===== src/rtl/fp_align_stage.sv =====
// fp_addr front end: unpack, compare and align two operands.
// Two registered stages with a valid/ready handshake on each side.
module fp_align_stage #(
    parameter int EXP_W = 5,
    parameter int MAN_W = 10,
    localparam int W = 1 + EXP_W + MAN_W
) (
    input  logic               clk,
    input  logic               rst_n,
    input  logic               in_valid,
    output logic               in_ready,
    input  logic [W-1:0]       op_a,
    input  logic [W-1:0]       op_b,
    output logic               out_valid,
    input  logic               out_ready,
    output logic               sign_a,
    output logic               sign_b,
    output logic               exp_diff_sig,
    output logic               mant_diff_sig,
    output logic [3:0]         exp_diff,
    output logic               eff_sub,
    output logic [EXP_W-1:0]   big_exp,
    output logic [MAN_W+3:0]   big_mant,
    output logic [MAN_W+3:0]   small_mant,
    output logic               special
);

    localparam int FW = MAN_W + 1;
    localparam int MW = MAN_W + 4;

    typedef struct packed {
        logic             sa;
        logic             sb;
        logic [EXP_W-1:0] ea;
        logic [EXP_W-1:0] eb;
        logic [FW-1:0]    ma;
        logic [FW-1:0]    mb;
        logic             eds;
        logic             mds;
        logic [EXP_W-1:0] d;
        logic [3:0]       ed;
        logic             spec;
    } s1_t;

    typedef struct packed {
        logic             sa;
        logic             sb;
        logic             eds;
        logic             mds;
        logic [3:0]       ed;
        logic             esub;
        logic [EXP_W-1:0] bexp;
        logic [MW-1:0]    bm;
        logic [MW-1:0]    sm;
        logic             spec;
    } s2_t;

    s1_t  s1_q, s1_d, s1_new;
    s2_t  s2_q, s2_d, s2_new;
    logic s1_v_q, s1_v_d;
    logic s2_v_q, s2_v_d;
    logic s1_load, s2_load;

    logic [EXP_W-1:0] fa, fb;
    logic             ha, hb;

    assign s2_load  = !s2_v_q || out_ready;
    assign s1_load  = !s1_v_q || s2_load;
    assign in_ready = s1_load;

    assign fa = op_a[W-2:MAN_W];
    assign fb = op_b[W-2:MAN_W];
    assign ha = |fa;
    assign hb = |fb;

    always_comb begin
        s1_new      = '0;
        s1_new.sa   = op_a[W-1];
        s1_new.sb   = op_b[W-1];
        s1_new.ea   = ha ? fa : EXP_W'(1);
        s1_new.eb   = hb ? fb : EXP_W'(1);
        s1_new.ma   = {ha, op_a[MAN_W-1:0]};
        s1_new.mb   = {hb, op_b[MAN_W-1:0]};
        s1_new.eds  = s1_new.eb > s1_new.ea;
        s1_new.mds  = s1_new.mb > s1_new.ma;
        s1_new.d    = s1_new.eds ? (s1_new.eb - s1_new.ea)
                                 : (s1_new.ea - s1_new.eb);
        s1_new.ed   = (int'(s1_new.d) > 15) ? 4'hF : s1_new.d[3:0];
        s1_new.spec = (&fa) | (&fb);
    end

    always_comb begin
        s1_v_d = s1_v_q;
        s1_d   = s1_q;
        if (s1_load) begin
            s1_v_d = in_valid;
            if (in_valid) s1_d = s1_new;
        end
    end

    logic          swap;
    logic          sticky;
    logic [MW-1:0] ext;
    logic [MW-1:0] sh;

    always_comb begin
        swap   = s1_q.eds | ((s1_q.ea == s1_q.eb) & s1_q.mds);
        ext    = {(swap ? s1_q.ma : s1_q.mb), 3'b000};
        sticky = 1'b0;
        sh     = '0;
        // Shifts past the whole field collapse to a lone sticky bit.
        if (int'(s1_q.d) >= MW) begin
            sh[0] = |ext;
        end else begin
            sh = ext >> s1_q.d;
            for (int i = 0; i < MW; i++) begin
                if (i < int'(s1_q.d)) sticky = sticky | ext[i];
            end
            sh[0] = sh[0] | sticky;
        end

        s2_new      = '0;
        s2_new.sa   = s1_q.sa;
        s2_new.sb   = s1_q.sb;
        s2_new.eds  = s1_q.eds;
        s2_new.mds  = s1_q.mds;
        s2_new.ed   = s1_q.ed;
        s2_new.esub = s1_q.sa ^ s1_q.sb;
        s2_new.bexp = swap ? s1_q.eb : s1_q.ea;
        s2_new.bm   = {(swap ? s1_q.mb : s1_q.ma), 3'b000};
        s2_new.sm   = sh;
        s2_new.spec = s1_q.spec;
    end

    always_comb begin
        s2_v_d = s2_v_q;
        s2_d   = s2_q;
        if (s2_load) begin
            s2_v_d = s1_v_q;
            if (s1_v_q) s2_d = s2_new;
        end
    end

    always_ff @(posedge clk or negedge rst_n) begin
        if (!rst_n) begin
            s1_v_q <= 1'b0;
            s2_v_q <= 1'b0;
            s1_q   <= '0;
            s2_q   <= '0;
        end else begin
            s1_v_q <= s1_v_d;
            s2_v_q <= s2_v_d;
            s1_q   <= s1_d;
            s2_q   <= s2_d;
        end
    end

    assign out_valid     = s2_v_q;
    assign sign_a        = s2_q.sa;
    assign sign_b        = s2_q.sb;
    assign exp_diff_sig  = s2_q.eds;
    assign mant_diff_sig = s2_q.mds;
    assign exp_diff      = s2_q.ed;
    assign eff_sub       = s2_q.esub;
    assign big_exp       = s2_q.bexp;
    assign big_mant      = s2_q.bm;
    assign small_mant    = s2_q.sm;
    assign special       = s2_q.spec;

endmodule


===== config.mk =====
export PLATFORM = sky130hd
export DESIGN_NAME = fp_align_stage
export DESIGN_NICKNAME = d
export VERILOG_FILES = /design/src/rtl/fp_align_stage.sv
export SDC_FILE = /design/constraint.sdc
export NUM_CORES = 1
export LEC_CHECK = 0
export BUFFER_PORTS_ARGS = -buffer_cell sky130_fd_sc_hd__buf_2
export CORE_ASPECT_RATIO = 1.1
export CORE_UTILIZATION = 50
export CTS_CLUSTER_DIAMETER = 50
export CTS_CLUSTER_SIZE = 30
export DETAILED_ROUTE_END_ITERATION = 12
export PLACE_DENSITY = 0.73
export SKIP_CTS_REPAIR_TIMING = 1
export SLEW_MARGIN = 20
export SYNTH_ARGS = -nofsm -noshare
export SYNTH_HDL_FRONTEND = slang
export SYNTH_SLANG_ARGS = --single-unit

===== constraint.sdc =====
create_clock -name clk -period 2.8 [get_ports clk]
set_input_delay 0.28 -clock clk [delete_from_list [all_inputs] [get_ports clk]]
set_output_delay 0.28 -clock clk [all_outputs]
set_load 0.02 [all_outputs]

Yosys cells after proc, flatten, opt, wreduce, memory -nomap -nowiden
Index checks and enable logic that the tools add are counted.

storage, ports and cells
  register bits after elaboration = 88
  output and inout bits = 45
  word-level logic and storage cells = 101

cells by class
  add/sub/neg operators = 2
  $lt $le $gt $ge = 15
  eq/ne operators = 1
  shift-type cells = 1
  multiplexer cells = 32
  bitwise operators = 16
  reductions and logical operators = 11

operator list
  operator                                              count
  < comparator 4 x 5 -> 1 bit (first input constant)    6
  two-way mux 1 bit                                     24
  two-way mux 11 bit                                    2
  < comparator 3 x 5 -> 1 bit (first input constant)    4
  two-way mux 5 bit                                     4
  OR 1 bit                                              14
  right shift 14 x 5 -> 14 bit                          1
  two-way mux 13 bit                                    1
  > comparator 11 bit                                   1
  OR reduction 11 bit                                   1
  AND reduction 5 bit                                   2
  OR reduction 5 bit                                    2
  subtractor 5 bit                                      2
  equality test 5 bit                                   1
  >= comparator 5 x 4 -> 1 bit (second input constant)  1
  > comparator 5 x 4 -> 1 bit (second input constant)   1
  > comparator 5 bit                                    1
  < comparator 2 x 5 -> 1 bit (first input constant)    1
  two-way mux 4 bit                                     1
  AND reduction 2 bit                                   2
  logical NOT 1 bit                                     2
  logical OR 1 bit                                      2
  bitwise AND 1 bit                                     1
  bitwise XOR 1 bit                                     1

Longest topological paths before layout
  word-level depth = 39
  depth in mapped cells = 13

Least setup slack after synthesis
Ideal clock, no wire load.

  path type = in2reg
  from = in op_a[10]
  to = reg s1_q[1] (netlist name)
  library setup time = 0.142 ns
  arrival time = 2.735 ns
  slack = -0.077 ns
  cell stages on the path = 13
  cells stage by stage = or4_1 -> nor2_1 -> nor2_1 -> inv_1 -> ha_1 -> nor2b_1 -> o21ai_0 -> a21boi_0 -> o21a_1 -> o21ai_0 -> mux2i_1 -> mux2i_1 -> o211ai_1

RTL lines
  item                    line  text
  start: declaration      12    input logic [W-1:0] op_a,
  end signal: assignment  148   s1_q <= '0;
  end signal: assignment  153   s1_q <= s1_d;
  end: declaration        58    s1_t s1_q, s1_d, s1_new;

Final worst setup path
  from = reg s1_q[40] (netlist name)
  to = reg s2_q, in the netlist small_mant[0]

on the way
  cells in the longest elaborated chain, start to end = 39
  elaborated cells between the ends (all ways) = 41

RTL lines
  item                     line  text
  equality test 5 bit (*)  107   swap = s1_q.eds | ((s1_q.ea == s1_q.eb) & s1_q.mds);
  bitwise AND 1 bit (*)    107
  OR 1 bit (*)             107
  two-way mux 11 bit (*)   108   ext = {(swap ? s1_q.ma : s1_q.mb), 3'b000};
  OR 1 bit                 117   if (i < int'(s1_q.d)) sticky = sticky | ext[i];
  two-way mux 1 bit        117
  two-way mux 1 bit        112   if (int'(s1_q.d) >= MW) begin
  OR 1 bit                 117
  (+23 left out)           n/a
  OR 1 bit                 117
  two-way mux 1 bit        117
  two-way mux 1 bit        112
  OR 1 bit                 117
  two-way mux 1 bit        117
  two-way mux 1 bit        112
  OR 1 bit                 119   sh[0] = sh[0] | sticky;
  two-way mux 1 bit (*)    112
  end signal: assignment   149   s2_q <= '0;
  end signal: assignment   154   s2_q <= s2_d;
  end: declaration         59    s2_t s2_q, s2_d, s2_new;

Mark *: on every way between the ends. The rest lies on a longest branch, timed or not. The select of a mux whose other input is x is not followed.
A chain may end at the register's enable or synchronous reset.

==> flow_summary.toml <==
[worst_setup_path]
end_kind = "flop"
cp_max_fo = 25
required_ns = 3.04
slowest_delay_ns = 0.54
worstSetupPathType = "flop to flop"
crit_slowest_cell = "or4b_1"
critPathArrivalTime_ns = 2.84
critPathLaunchType = "flop"
path_cells = "xnor2_1 > and4_4 > a31oi_4 > buf_12 > mux2i_1 > nand4_1 > or4b_1 > o32ai_2 > a31oi_1"

[layout]
diodes = 0
mostFrequentLayoutCells = "nand2_1, dfrtp_1, buf_2"
syn_to_final_growth_pct = 16.5
finalNetCount = 689
drive_gt1_share_pct = 21.2
final_common_cell = "nand2_1"
stdcell_area_um2 = 5840
fillCellCount = 860
final-instance-count-excl-fill = 753
multi_input_area_um2 = 2570
regArea_um2 = 2200

[global_route]
grt.total_usage_pct = 24.6
grt-busiest-layer = "met2"
grt_max_degree = 59
grt_pass1_vias = 4221
grt_pass1_wl_mm = 20.4
use_met2_pct = 41.6
met1_usage_pct = 31.9
use_met3_pct = 4.37
antenna_found_initial = 0
overflow = 0

[hold_path]
hold_class = "input port to asynchronous set/reset pin"

[cts]
h-tree-depth = 3
cts.sink_count = 88
clk_pin_slew_ns = 0.09
cts.path.max_buffers = 2
cts_root_buffer = "clkbuf_8"
clk_latency_ns = 0.37
cts_tree = "yes"
cts_made_buffers = 9

[sta]
finalCriticalPeriod_ns = 2.60
finalSetupTns_ns = 0
maxSlewViolCount = 0
period_share_pct = 92.9
tightestPinTransition_ns = 0.750
fin_worst_skew_ns = 0.00947
rsz0062_at_grt = "false"
hold_viol_final = 52
fin_ws_ns = 0.199
fin_hold_ws_ns = -0.0457
final-setup-viol-count = 0
relSlewSlack_pct = 49.6
fmax_mhz = 385

[placement]
placed_cell_area_um2 = 5600
dp_slack_ns = -0.190
portBuffers = 77
gp_congestion = 0.925
dp_hpwl_mm = 9.00
placed_cells = 737

[die]
start_util_pct = 52.5
die_area_um2 = 10400
fp.dieH_um = 107
die_w_um = 97.4
rows = 37
core_um2 = 9540
ioPinCount = 81

[run_status]
outcome = "complete, but fails checks"
violations = "negative hold slack"

[drt]
wl_per_cell_um = 16.0
firstDrtPassIters = 4
final_antenna_net_count = 0
drt_iter0_drc = 236
viasPerCell = 5.69
route.detailed.drc = 0
finalWirelength_mm = 12.1
vias = 4288

[power_and_ir_drop]
switching_share_pct = 37.0
p_sw_mw = 1.54
leakage_nw = 2.94
ir_drop_mv = 0.370
comb_power_share_pct = 34.2
clockPowerShare_pct = 24.2
p_int_mw = 2.61
seq_power_share_pct = 41.6
p_per_area_nw_per_um2 = 711

[logic_synthesis]
syn_area_um2 = 5010
synth_ff_type = "dfrtp_1"
seq_area_frac_synth_pct = 44.0
ys_ff_latch = 88
yosys-top-cells-area = "dfrtp_1, nand2_1, mux2i_1, o21ai_0, ha_1"
synth_area_leader_cell = "dfrtp_1"
ys_async_sr_fraction_pct = 100
ys_warn_count = 0
netlist_instances = 553
avgSynthCellArea_um2 = 9.05
synth_top_area_share_pct = 44.0
synth_edf_count = 0
ys_types = 58

[run]
drv_cap = 0
==> logic make-up after synthesis <==
group,after synthesis,share of synthesized area (%)
AO/OA/AOI/OAI,113,14.2
buffers and inverters,62,5.10
adder cells (fa/ha/maj),22,5.80
flip-flops,88,44.0
multiplexers,44,10.6
AND/OR/NAND/NOR,217,19.1
other,1,0.0749
XOR/XNOR,6,1.05
==> Yosys cell counts (3+ instances only) <==
| library cell | number |
|---|---|
| nand2_1 | 143 |
| dfrtp_1 | 88 |
| o21ai_0 | 57 |
| mux2i_1 | 35 |
| clkbuf_1 | 26 |
| inv_1 | 22 |
| ha_1 | 20 |
| nor2_1 | 18 |
| a21oi_1 | 10 |
| mux4_2 | 7 |
| nand2b_1 | 7 |
| nand3_1 | 7 |
| nor2b_1 | 7 |
| buf_1 | 6 |
| nand4_1 | 6 |
| nor3_1 | 6 |
| o21a_1 | 6 |
| xnor2_1 | 6 |
| and2_1 | 5 |
| o22ai_1 | 5 |
| a31oi_1 | 4 |
| o211ai_1 | 4 |
| and3_1 | 3 |
| buf_2 | 3 |
| buf_4 | 3 |
| nor4_1 | 3 |
| o221ai_1 | 3 |
| or3_1 | 3 |
==> sequential cells by signal, indices dropped and copies added (netlist names) <==
signal / cells
exp_diff_sig: 1
s1_q: 46
sign_a: 1
out_valid: 1
mant_diff_sig: 1
s1_v_q: 1
small_mant: 14
big_mant: 11
special: 1
eff_sub: 1
sign_b: 1
exp_diff: 4
big_exp: 5
==> worst max-delay path, delay by kind of cell, from the launching register on <==
| kind | cells | cell delay, ns |
|---|---|---|
| multiplexers | 1 | 0.33 |
| AND/OR/NAND/NOR | 3 | 0.88 |
| flip-flops | 1 | 0.41 |
| buffers and inverters | 1 | 0.22 |
| XOR/XNOR | 1 | 0.14 |
| AO/OA/AOI/OAI | 3 | 0.48 |
==> worst paths after layout <==
kind | startpoint | to | slack, ns | depth (start not counted)
max | s1_q[40] | small_mant[0] | 0.20 | 9
min | rst_n | big_mant[8] | -0.05 | 1
max reg2reg | s1_q[40] | small_mant[0] | 0.20 | 9
min reg2reg | s1_q[0] | special | 0.47 | 2
max in group asynchronous | rst_n | s1_q[16] | 2.15 | 2
min in group clk | op_b[15] | s1_q[44] | 0.11 | 3
==> area by class of cell <==
class	instances	share of cell area (%)
Clock buffer	10	2.36
Inverter	23	1.48
Sequential cell	88	37.7
Timing Repair Buffer	104	10.3
Tap cell	117	2.51
Clock inverter	6	1.59
Multi-Input combinational cell	405	44.0
==> power by group through the flow <==
stage	clock (mW)	sequential, mW	combinational (mW)
after global routing	1.08	1.76	1.56
after global placement	0	1.74	1.38
after floorplan	0	1.83	0.834
final	1.00	1.73	1.42
after detailed placement	0	1.75	1.41
after CTS	1.02	1.72	1.42
==> per-stage QoR <==
step	total power [mW]	hold WS, ns	util (%)
2_1_floorplan	2.67	-0.0156	-
3_3_place_gp	3.12	0.370	58.7
3_5_place_dp	3.16	0.389	58.7
4_1_cts	4.16	-0.0102	61.1
5_1_grt	4.40	0.0253	61.2
6_report	4.15	-0.0457	61.2
==> metal layers <==
metal | up-vias | share of wire (%)
li1 | 2066 | -
met1 | 2071 | 43
met2 | 132 | 50
met3 | 19 | 4.9
met4 | 0 | 2.0
met5 | - | 0
Power figures use the tool's default switching activity.
